===== src/rtl/rx_fifo_arbiter_pkg.sv =====
// Shared FSM encoding and counter widths for the rx_fifo_arbiter block.
// Imported by the interface, the round-robin picker and the arbiter top.
package rx_fifo_arbiter_pkg;

  typedef enum logic {
    ARB_IDLE = 1'b0,
    ARB_BUSY = 1'b1
  } arbState_e;

  localparam int BURST_CNT_W = 8;
  localparam int STATS_CNT_W = 16;

  // Saturating increment for the per-channel statistics counters
  function automatic logic [STATS_CNT_W-1:0] satInc(input logic [STATS_CNT_W-1:0] value);
    return (&value) ? value : value + STATS_CNT_W'(1);
  endfunction

endpackage


===== src/rtl/rx_fifo_arbiter_if.sv =====
// Channel-side and output-FIFO-side signals of the rx_fifo_arbiter.
// master = arbiter view, slave = receiver/bram_fifo view.
interface rx_fifo_arbiter_if #(
  parameter int N_CH   = 4,
  parameter int DWIDTH = 32
);
  import rx_fifo_arbiter_pkg::*;

  logic [N_CH-1:0]             CH_ENABLE;
  logic [N_CH-1:0]             CH_EMPTY;
  logic [N_CH*DWIDTH-1:0]      CH_DATA;
  logic [N_CH-1:0]             CH_READ;
  logic                        OUT_READ;
  logic                        OUT_EMPTY;
  logic [DWIDTH-1:0]           OUT_DATA;
  logic [N_CH-1:0]             GRANT;
  logic [N_CH*STATS_CNT_W-1:0] GRANT_CNT;

  modport master (
    input  CH_ENABLE, CH_EMPTY, CH_DATA, OUT_READ,
    output CH_READ, OUT_EMPTY, OUT_DATA, GRANT, GRANT_CNT
  );

  modport slave (
    output CH_ENABLE, CH_EMPTY, CH_DATA, OUT_READ,
    input  CH_READ, OUT_EMPTY, OUT_DATA, GRANT, GRANT_CNT
  );

endinterface


===== src/rtl/rx_arb_rr_pick.sv =====
// Combinational wrap-around priority picker: first set bit of req_i
// searching upward from last_i+1, returned one-hot.
module rx_arb_rr_pick #(
  parameter int N_CH = 4,
  localparam int IDX_W = (N_CH > 1) ? $clog2(N_CH) : 1
) (
  input  logic [N_CH-1:0]  req_i,
  input  logic [IDX_W-1:0] last_i,
  output logic [N_CH-1:0]  pick_o,
  output logic             valid_o
);

  logic [IDX_W-1:0] idx;
  logic             found;

  // Offset 1..N_CH from the previous winner; offset N_CH lands on last_i itself
  always_comb begin
    pick_o = '0;
    found  = 1'b0;
    idx    = '0;
    for (int i = 1; i <= N_CH; i++) begin
      idx = IDX_W'((int'(last_i) + i) % N_CH);
      if (!found && req_i[idx]) begin
        pick_o[idx] = 1'b1;
        found       = 1'b1;
      end
    end
  end

  assign valid_o = |req_i;

endmodule


===== src/rtl/rx_fifo_arbiter.sv =====
// Round-robin read arbiter merging N_CH show-ahead channel FIFOs into one read port.
// Optional per-channel accepted-read statistics are built when ARB_STATS_EN is defined.
module rx_fifo_arbiter
  import rx_fifo_arbiter_pkg::*;
#(
  parameter int N_CH      = 4,
  parameter int DWIDTH    = 32,
  parameter int MAX_BURST = 16
) (
  input  logic              BUS_CLK,
  input  logic              BUS_RST,
  rx_fifo_arbiter_if.master bus
);

  localparam int IDX_W = (N_CH > 1) ? $clog2(N_CH) : 1;
  localparam logic [BURST_CNT_W-1:0] BURST_LIMIT = BURST_CNT_W'(MAX_BURST);
  localparam logic [IDX_W-1:0]       LAST_RST    = IDX_W'(N_CH - 1);

  arbState_e              state_q, state_d;
  logic [N_CH-1:0]        grant_q, grant_d;
  logic [IDX_W-1:0]       last_q, last_d;
  logic [BURST_CNT_W-1:0] burst_q, burst_d;

  logic [N_CH-1:0]        req;
  logic [N_CH-1:0]        pick;
  logic                   pickValid;
  logic [IDX_W-1:0]       pickIdx;
  logic                   grantEnabled;
  logic                   outEmpty;
  logic                   accept;
  logic [N_CH-1:0]        chRead;
  logic [DWIDTH-1:0]      outData;

  assign req = ~bus.CH_EMPTY & bus.CH_ENABLE;

  rx_arb_rr_pick #(.N_CH(N_CH)) u_pick (
    .req_i   (req),
    .last_i  (last_q),
    .pick_o  (pick),
    .valid_o (pickValid)
  );

  always_comb begin
    pickIdx = '0;
    for (int k = 0; k < N_CH; k++) begin
      if (pick[k]) pickIdx = IDX_W'(k);
    end
  end

  // grant_q is zero whenever the FSM is idle, so the muxes below give the idle outputs for free
  always_comb begin
    outData = '0;
    for (int k = 0; k < N_CH; k++) begin
      if (grant_q[k]) outData = bus.CH_DATA[k*DWIDTH +: DWIDTH];
    end
  end

  assign grantEnabled = |(grant_q & bus.CH_ENABLE);
  assign outEmpty     = ~|(grant_q & req);
  assign accept       = bus.OUT_READ & ~outEmpty;
  assign chRead       = accept ? grant_q : '0;

  assign bus.OUT_DATA  = outData;
  assign bus.OUT_EMPTY = outEmpty;
  assign bus.CH_READ   = chRead;
  assign bus.GRANT     = grant_q;

  always_comb begin
    state_d = state_q;
    grant_d = grant_q;
    last_d  = last_q;
    burst_d = burst_q;
    case (state_q)
      ARB_IDLE: begin
        if (pickValid) begin
          state_d = ARB_BUSY;
          grant_d = pick;
          last_d  = pickIdx;
          burst_d = '0;
        end
      end
      ARB_BUSY: begin
        if (accept) burst_d = burst_q + BURST_CNT_W'(1);
        // All release causes fold into a single return to idle
        if ((accept && (burst_q + BURST_CNT_W'(1) == BURST_LIMIT)) ||
            (outEmpty && !accept) || !grantEnabled) begin
          state_d = ARB_IDLE;
          grant_d = '0;
        end
      end
      default: begin
        state_d = ARB_IDLE;
        grant_d = '0;
      end
    endcase
  end

  always_ff @(posedge BUS_CLK or posedge BUS_RST) begin
    if (BUS_RST) begin
      state_q <= ARB_IDLE;
      grant_q <= '0;
      last_q  <= LAST_RST;
      burst_q <= '0;
    end else begin
      state_q <= state_d;
      grant_q <= grant_d;
      last_q  <= last_d;
      burst_q <= burst_d;
    end
  end

`ifdef ARB_STATS_EN
  logic [STATS_CNT_W-1:0]      statsCnt_q [N_CH];
  logic [STATS_CNT_W-1:0]      statsCnt_d [N_CH];
  logic [N_CH*STATS_CNT_W-1:0] grantCnt;

  always_comb begin
    grantCnt = '0;
    for (int k = 0; k < N_CH; k++) begin
      statsCnt_d[k] = chRead[k] ? satInc(statsCnt_q[k]) : statsCnt_q[k];
      grantCnt[k*STATS_CNT_W +: STATS_CNT_W] = statsCnt_q[k];
    end
  end

  always_ff @(posedge BUS_CLK or posedge BUS_RST) begin
    if (BUS_RST) begin
      for (int k = 0; k < N_CH; k++) statsCnt_q[k] <= '0;
    end else begin
      for (int k = 0; k < N_CH; k++) statsCnt_q[k] <= statsCnt_d[k];
    end
  end

  assign bus.GRANT_CNT = grantCnt;
`else
  assign bus.GRANT_CNT = '0;
`endif

endmodule


===== src/flat_wrapper.sv =====
// flat-port wrapper written by rule: the top's interface ports become plain ports
module rx_fifo_arbiter_flat import rx_fifo_arbiter_pkg::*;
#(
  parameter int N_CH      = 4,
  parameter int DWIDTH    = 32,
  parameter int MAX_BURST = 16
)
  (BUS_CLK, BUS_RST, bus_CH_ENABLE, bus_CH_EMPTY, bus_CH_DATA, bus_OUT_READ, bus_CH_READ, bus_OUT_EMPTY, bus_OUT_DATA, bus_GRANT, bus_GRANT_CNT);
  rx_fifo_arbiter_if #(.N_CH(N_CH), .DWIDTH(DWIDTH)) bus_i ();
  input  logic BUS_CLK;
  input  logic BUS_RST;
  input wire logic [$bits(bus_i.CH_ENABLE)-1:0] bus_CH_ENABLE;
  input wire logic [$bits(bus_i.CH_EMPTY)-1:0] bus_CH_EMPTY;
  input wire logic [$bits(bus_i.CH_DATA)-1:0] bus_CH_DATA;
  input wire logic [$bits(bus_i.OUT_READ)-1:0] bus_OUT_READ;
  output wire logic [$bits(bus_i.CH_READ)-1:0] bus_CH_READ;
  output wire logic [$bits(bus_i.OUT_EMPTY)-1:0] bus_OUT_EMPTY;
  output wire logic [$bits(bus_i.OUT_DATA)-1:0] bus_OUT_DATA;
  output wire logic [$bits(bus_i.GRANT)-1:0] bus_GRANT;
  output wire logic [$bits(bus_i.GRANT_CNT)-1:0] bus_GRANT_CNT;
  assign bus_i.CH_ENABLE = bus_CH_ENABLE;
  assign bus_i.CH_EMPTY = bus_CH_EMPTY;
  assign bus_i.CH_DATA = bus_CH_DATA;
  assign bus_i.OUT_READ = bus_OUT_READ;
  assign bus_CH_READ = bus_i.CH_READ;
  assign bus_OUT_EMPTY = bus_i.OUT_EMPTY;
  assign bus_OUT_DATA = bus_i.OUT_DATA;
  assign bus_GRANT = bus_i.GRANT;
  assign bus_GRANT_CNT = bus_i.GRANT_CNT;
  rx_fifo_arbiter #(.N_CH(N_CH), .DWIDTH(DWIDTH), .MAX_BURST(MAX_BURST)) u_core (.BUS_CLK(BUS_CLK), .BUS_RST(BUS_RST), .bus(bus_i));
endmodule

===== config.mk =====
export PLATFORM = sky130hd
export DESIGN_NAME = rx_fifo_arbiter_flat
export DESIGN_NICKNAME = d
export VERILOG_FILES = /design/src/rtl/rx_fifo_arbiter_pkg.sv /design/src/rtl/rx_fifo_arbiter_if.sv /design/src/rtl/rx_arb_rr_pick.sv /design/src/rtl/rx_fifo_arbiter.sv /design/src/flat_wrapper.sv
export SDC_FILE = /design/constraint.sdc
export NUM_CORES = 1
export LEC_CHECK = 0
export CORE_UTILIZATION = 30
export CTS_BUF_LIST = sky130_fd_sc_hd__clkbuf_8
export DETAILED_ROUTE_END_ITERATION = 16
export PLACE_DENSITY = 0.8
export SLEW_MARGIN = 15
export SYNTH_ARGS = -nofsm -noshare
export SYNTH_HDL_FRONTEND = slang
export SYNTH_HIERARCHICAL = 1
export SYNTH_SLANG_ARGS = --single-unit

===== constraint.sdc =====
create_clock -name BUS_CLK -period 3.02 [get_ports BUS_CLK]
set_clock_uncertainty 0.05 [all_clocks]
set_input_delay 0.453 -clock BUS_CLK [delete_from_list [all_inputs] [get_ports BUS_CLK]]
set_output_delay 0.453 -clock BUS_CLK [all_outputs]
set_load 0.05 [all_outputs]

==> flow_summary.json <==
{
  "drv_cap": 0,
  "vias_per_cell": 4.84,
  "gp_congestion": 1.01,
  "grt_first_pass_wirelength_um": 13500,
  "met1_length_um": 4060,
  "worstSkewPairLatency_ps": 240,
  "top_layer": "met4",
  "wl_per_cell_um": 15.7,
  "drv_slew": 0,
  "stdcell_count": 619,
  "status": "completed",
  "post-cts-setup-buffers": 0,
  "power_frac_clock": 0.034,
  "antenna_cells": 0,
  "setup_tns_ps": 0,
  "area_delta_synth_final_pct": 65.5,
  "yosysUniqueCellTypes": 35,
  "layout_worst_path_cycle_share": 0.930,
  "syn_area_um2": 2590,
  "required_ps": 3120,
  "finalHoldViolCount": 0,
  "wl_um": 9720,
  "grt_pass1_vias": 2633,
  "firstDrtPassIters": 4,
  "grt_setup_unrepaired": "no",
  "htree_levels": 1,
  "fp.dieH_um": 95.0,
  "ctsResizeCount": 0,
  "drt_iter0_markers": 98,
  "p_sw_w": 0.00299,
  "reg2reg_slack_ps": 210,
  "grt_usage": 0.191,
  "cts_tree": "done",
  "crit_type": "flop to flop",
  "max-vdd-ir-drop_mv": 0.723,
  "dp_cells": 615,
  "yosys_warnings": 6,
  "fmax_mhz": 356,
  "power.internal_w": 0.00169,
  "worst_pin_slew_ps": 598,
  "fp-row-count": 33,
  "hp-class": "flop to flop",
  "wl_met3_um": 996,
  "worstPathArrival_ps": 2910,
  "cts-buffers-inserted": 3,
  "pwr-share-comb": 0.888,
  "grt_start_max_net_pins": 45,
  "wl_met2_um": 4650,
  "vias": 2994,
  "p_leak_nw": 1.82,
  "yosysSeqAreaShare": 0.146,
  "start_util": 0.313,
  "finalSetupViolCount": 0,
  "grt-ovfl-total": 0,
  "powerDensity_nw_per_um2": 1090,
  "cp_max_fo": 10,
  "swShare": 0.639,
  "fp.dieW_um": 95.0,
  "drc_errors": 0,
  "ys_ff_latch": 15,
  "drive_gt1_frac": 0.121,
  "endpoint_kind": "flop",
  "root_buffer": "clkbuf_8",
  "dieArea_um2": 9030,
  "seqPwrFrac": 0.078,
  "cts_hold_buffers": 0,
  "clkTransAtPathRegs_ps": 60,
  "io_buffer_count": 179,
  "io-pin-count": 244,
  "fin_nets": 663,
  "crit_path_start_kind": "flop",
  "ant_nets": 0,
  "finalCriticalPeriod_ps": 2810,
  "slew_headroom": 0.601,
  "synth_cells": 347,
  "dp.final_hpwl_um": 7840,
  "cts.sinks": 15,
  "antenna_found_initial": 0,
  "min_path_cells": 1,
  "cts_buffer_depth": 2,
  "worst_r2r_path_depth": 9,
  "finalHoldWorstSlack_ps": 427,
  "core-area_um2": 8300,
  "syn_avg_cell_area_um2": 7.48
}
[through the flow]
step                       util  instance area (um^2)  worst slack, ps  power (W)
after floorplan               -                  2830             28.0    0.00321
after global placement    0.512                  4250              300    0.00450
after detailed placement  0.512                  4250              192    0.00453
after CTS                 0.518                  4300              228    0.00470
after global routing      0.518                  4300             67.4    0.00492
final                     0.518                  4300              211    0.00467
[routing by layer]
| metal | up-vias | global-route usage |
|---|---|---|
| met5 | - | 0 |
| met4 | 0 | 0.0215 |
| met3 | 2 | 0.0628 |
| met2 | 125 | 0.323 |
| met1 | 1407 | 0.241 |
| li1 | 1460 | - |
[registers in the layout, summed over array words and instances, names as in the netlist]
name and count:
u_core/bus.GRANT 4, u_core/burst_q 8, u_core/state_q 1, u_core/last_q 2
[kinds of logic after synthesis]
family / after synthesis / share of synthesized area
AOI/OAI and AO/OA: 87 / 0.262
xor gates and xnor gates: 2 / 0.00675
adders and majority gates: 9 / 0.0434
buffers and inverters: 101 / 0.246
DFF: 15 / 0.146
muxes: 12 / 0.0685
other: 1 / 0.00145
and+or+nand+nor: 120 / 0.226
[cell type report]
class | count | area (um^2)
fill | 801 | 4000
clock inverter | 1 | 3.75
inverter | 13 | 48.8
clock buffer | 3 | 41.3
tap | 105 | 131
multi-input combinational | 294 | 1820
timing repair buffer | 188 | 1870
sequential | 15 | 379
[power groups by stage]
stage	logic, W	clock network (W)	registers [W]
2_1_floorplan	0.00283	0	0.000385
3_3_place_gp	0.00414	0	0.000364
3_5_place_dp	0.00416	0	0.000368
4_1_cts	0.00418	0.000162	0.000365
5_1_grt	0.00437	0.000171	0.000377
6_report	0.00415	0.000157	0.000364
[placed cells by master, fill, tap and decap left out, types with 6 or more instances in the layout]
master	count
o21ai_0	8
buf_4	39
clkdlybuf4s50_1	140
a221oi_1	31
conb_1	64
and3_1	6
nor2_1	33
nor2b_1	7
inv_1	14
dfrtp_1	12
a21oi_1	7
nand2_1	53
buf_12	9
mux2i_1	8
ha_1	9
o31ai_1	31
[cells in the mapped netlist]
master,instances,area (um^2)
clkbuf_1,13,48.8
and3_1,6,37.5
xor2_1,2,17.5
nor4b_1,1,8.76
nor3b_1,4,30.0
conb_1,1,3.75
a21oi_1,7,35.0
nand2b_1,1,6.26
nor4b_4,1,23.8
dfrtp_1,13,325
o211ai_2,1,12.5
nand3_1,3,15.0
mux4_2,2,45.0
mux4_1,2,52.6
dfstp_2,2,52.6
or4_1,1,7.51
buf_2,7,35.0
nand2_1,53,199
o21ai_0,8,40.0
a22oi_1,4,30.0
nand4_1,4,25.0
ha_1,9,113
buf_4,65,488
nor2b_1,7,43.8
o211ai_1,4,30.0
nand3b_4,2,40.0
nor2_1,34,128
buf_1,2,7.51
buf_6,1,11.3
o31ai_1,31,233
nand3b_1,3,22.5
a41oi_4,1,27.5
a221oi_1,31,272
inv_1,13,48.8
mux2i_1,8,80.1
[final timing paths]
| check | start | to |
|---|---|---|
| max | u_core/last_q[0] | u_core/last_q[0] |
| min reg2reg | u_core/burst_q[7] | u_core/burst_q[7] |
| min in group asynchronous | BUS_RST | u_core/burst_q[3] |
| max reg2reg | u_core/last_q[0] | u_core/last_q[0] |
| max in group asynchronous | BUS_RST | u_core/bus.GRANT[3] |
| min | u_core/burst_q[7] | u_core/burst_q[7] |
[critical path, cell delays in order (launching register included)]
cell and delay, ps:
dfstp_2 660, inv_1 140, ha_1 340, mux4_1 630, nor4b_4 310, nand2_1 90
o211ai_1 160, inv_1 70, a21oi_1 150, o21ai_0 100
Note: power is estimated with default switching activity, not from simulation.
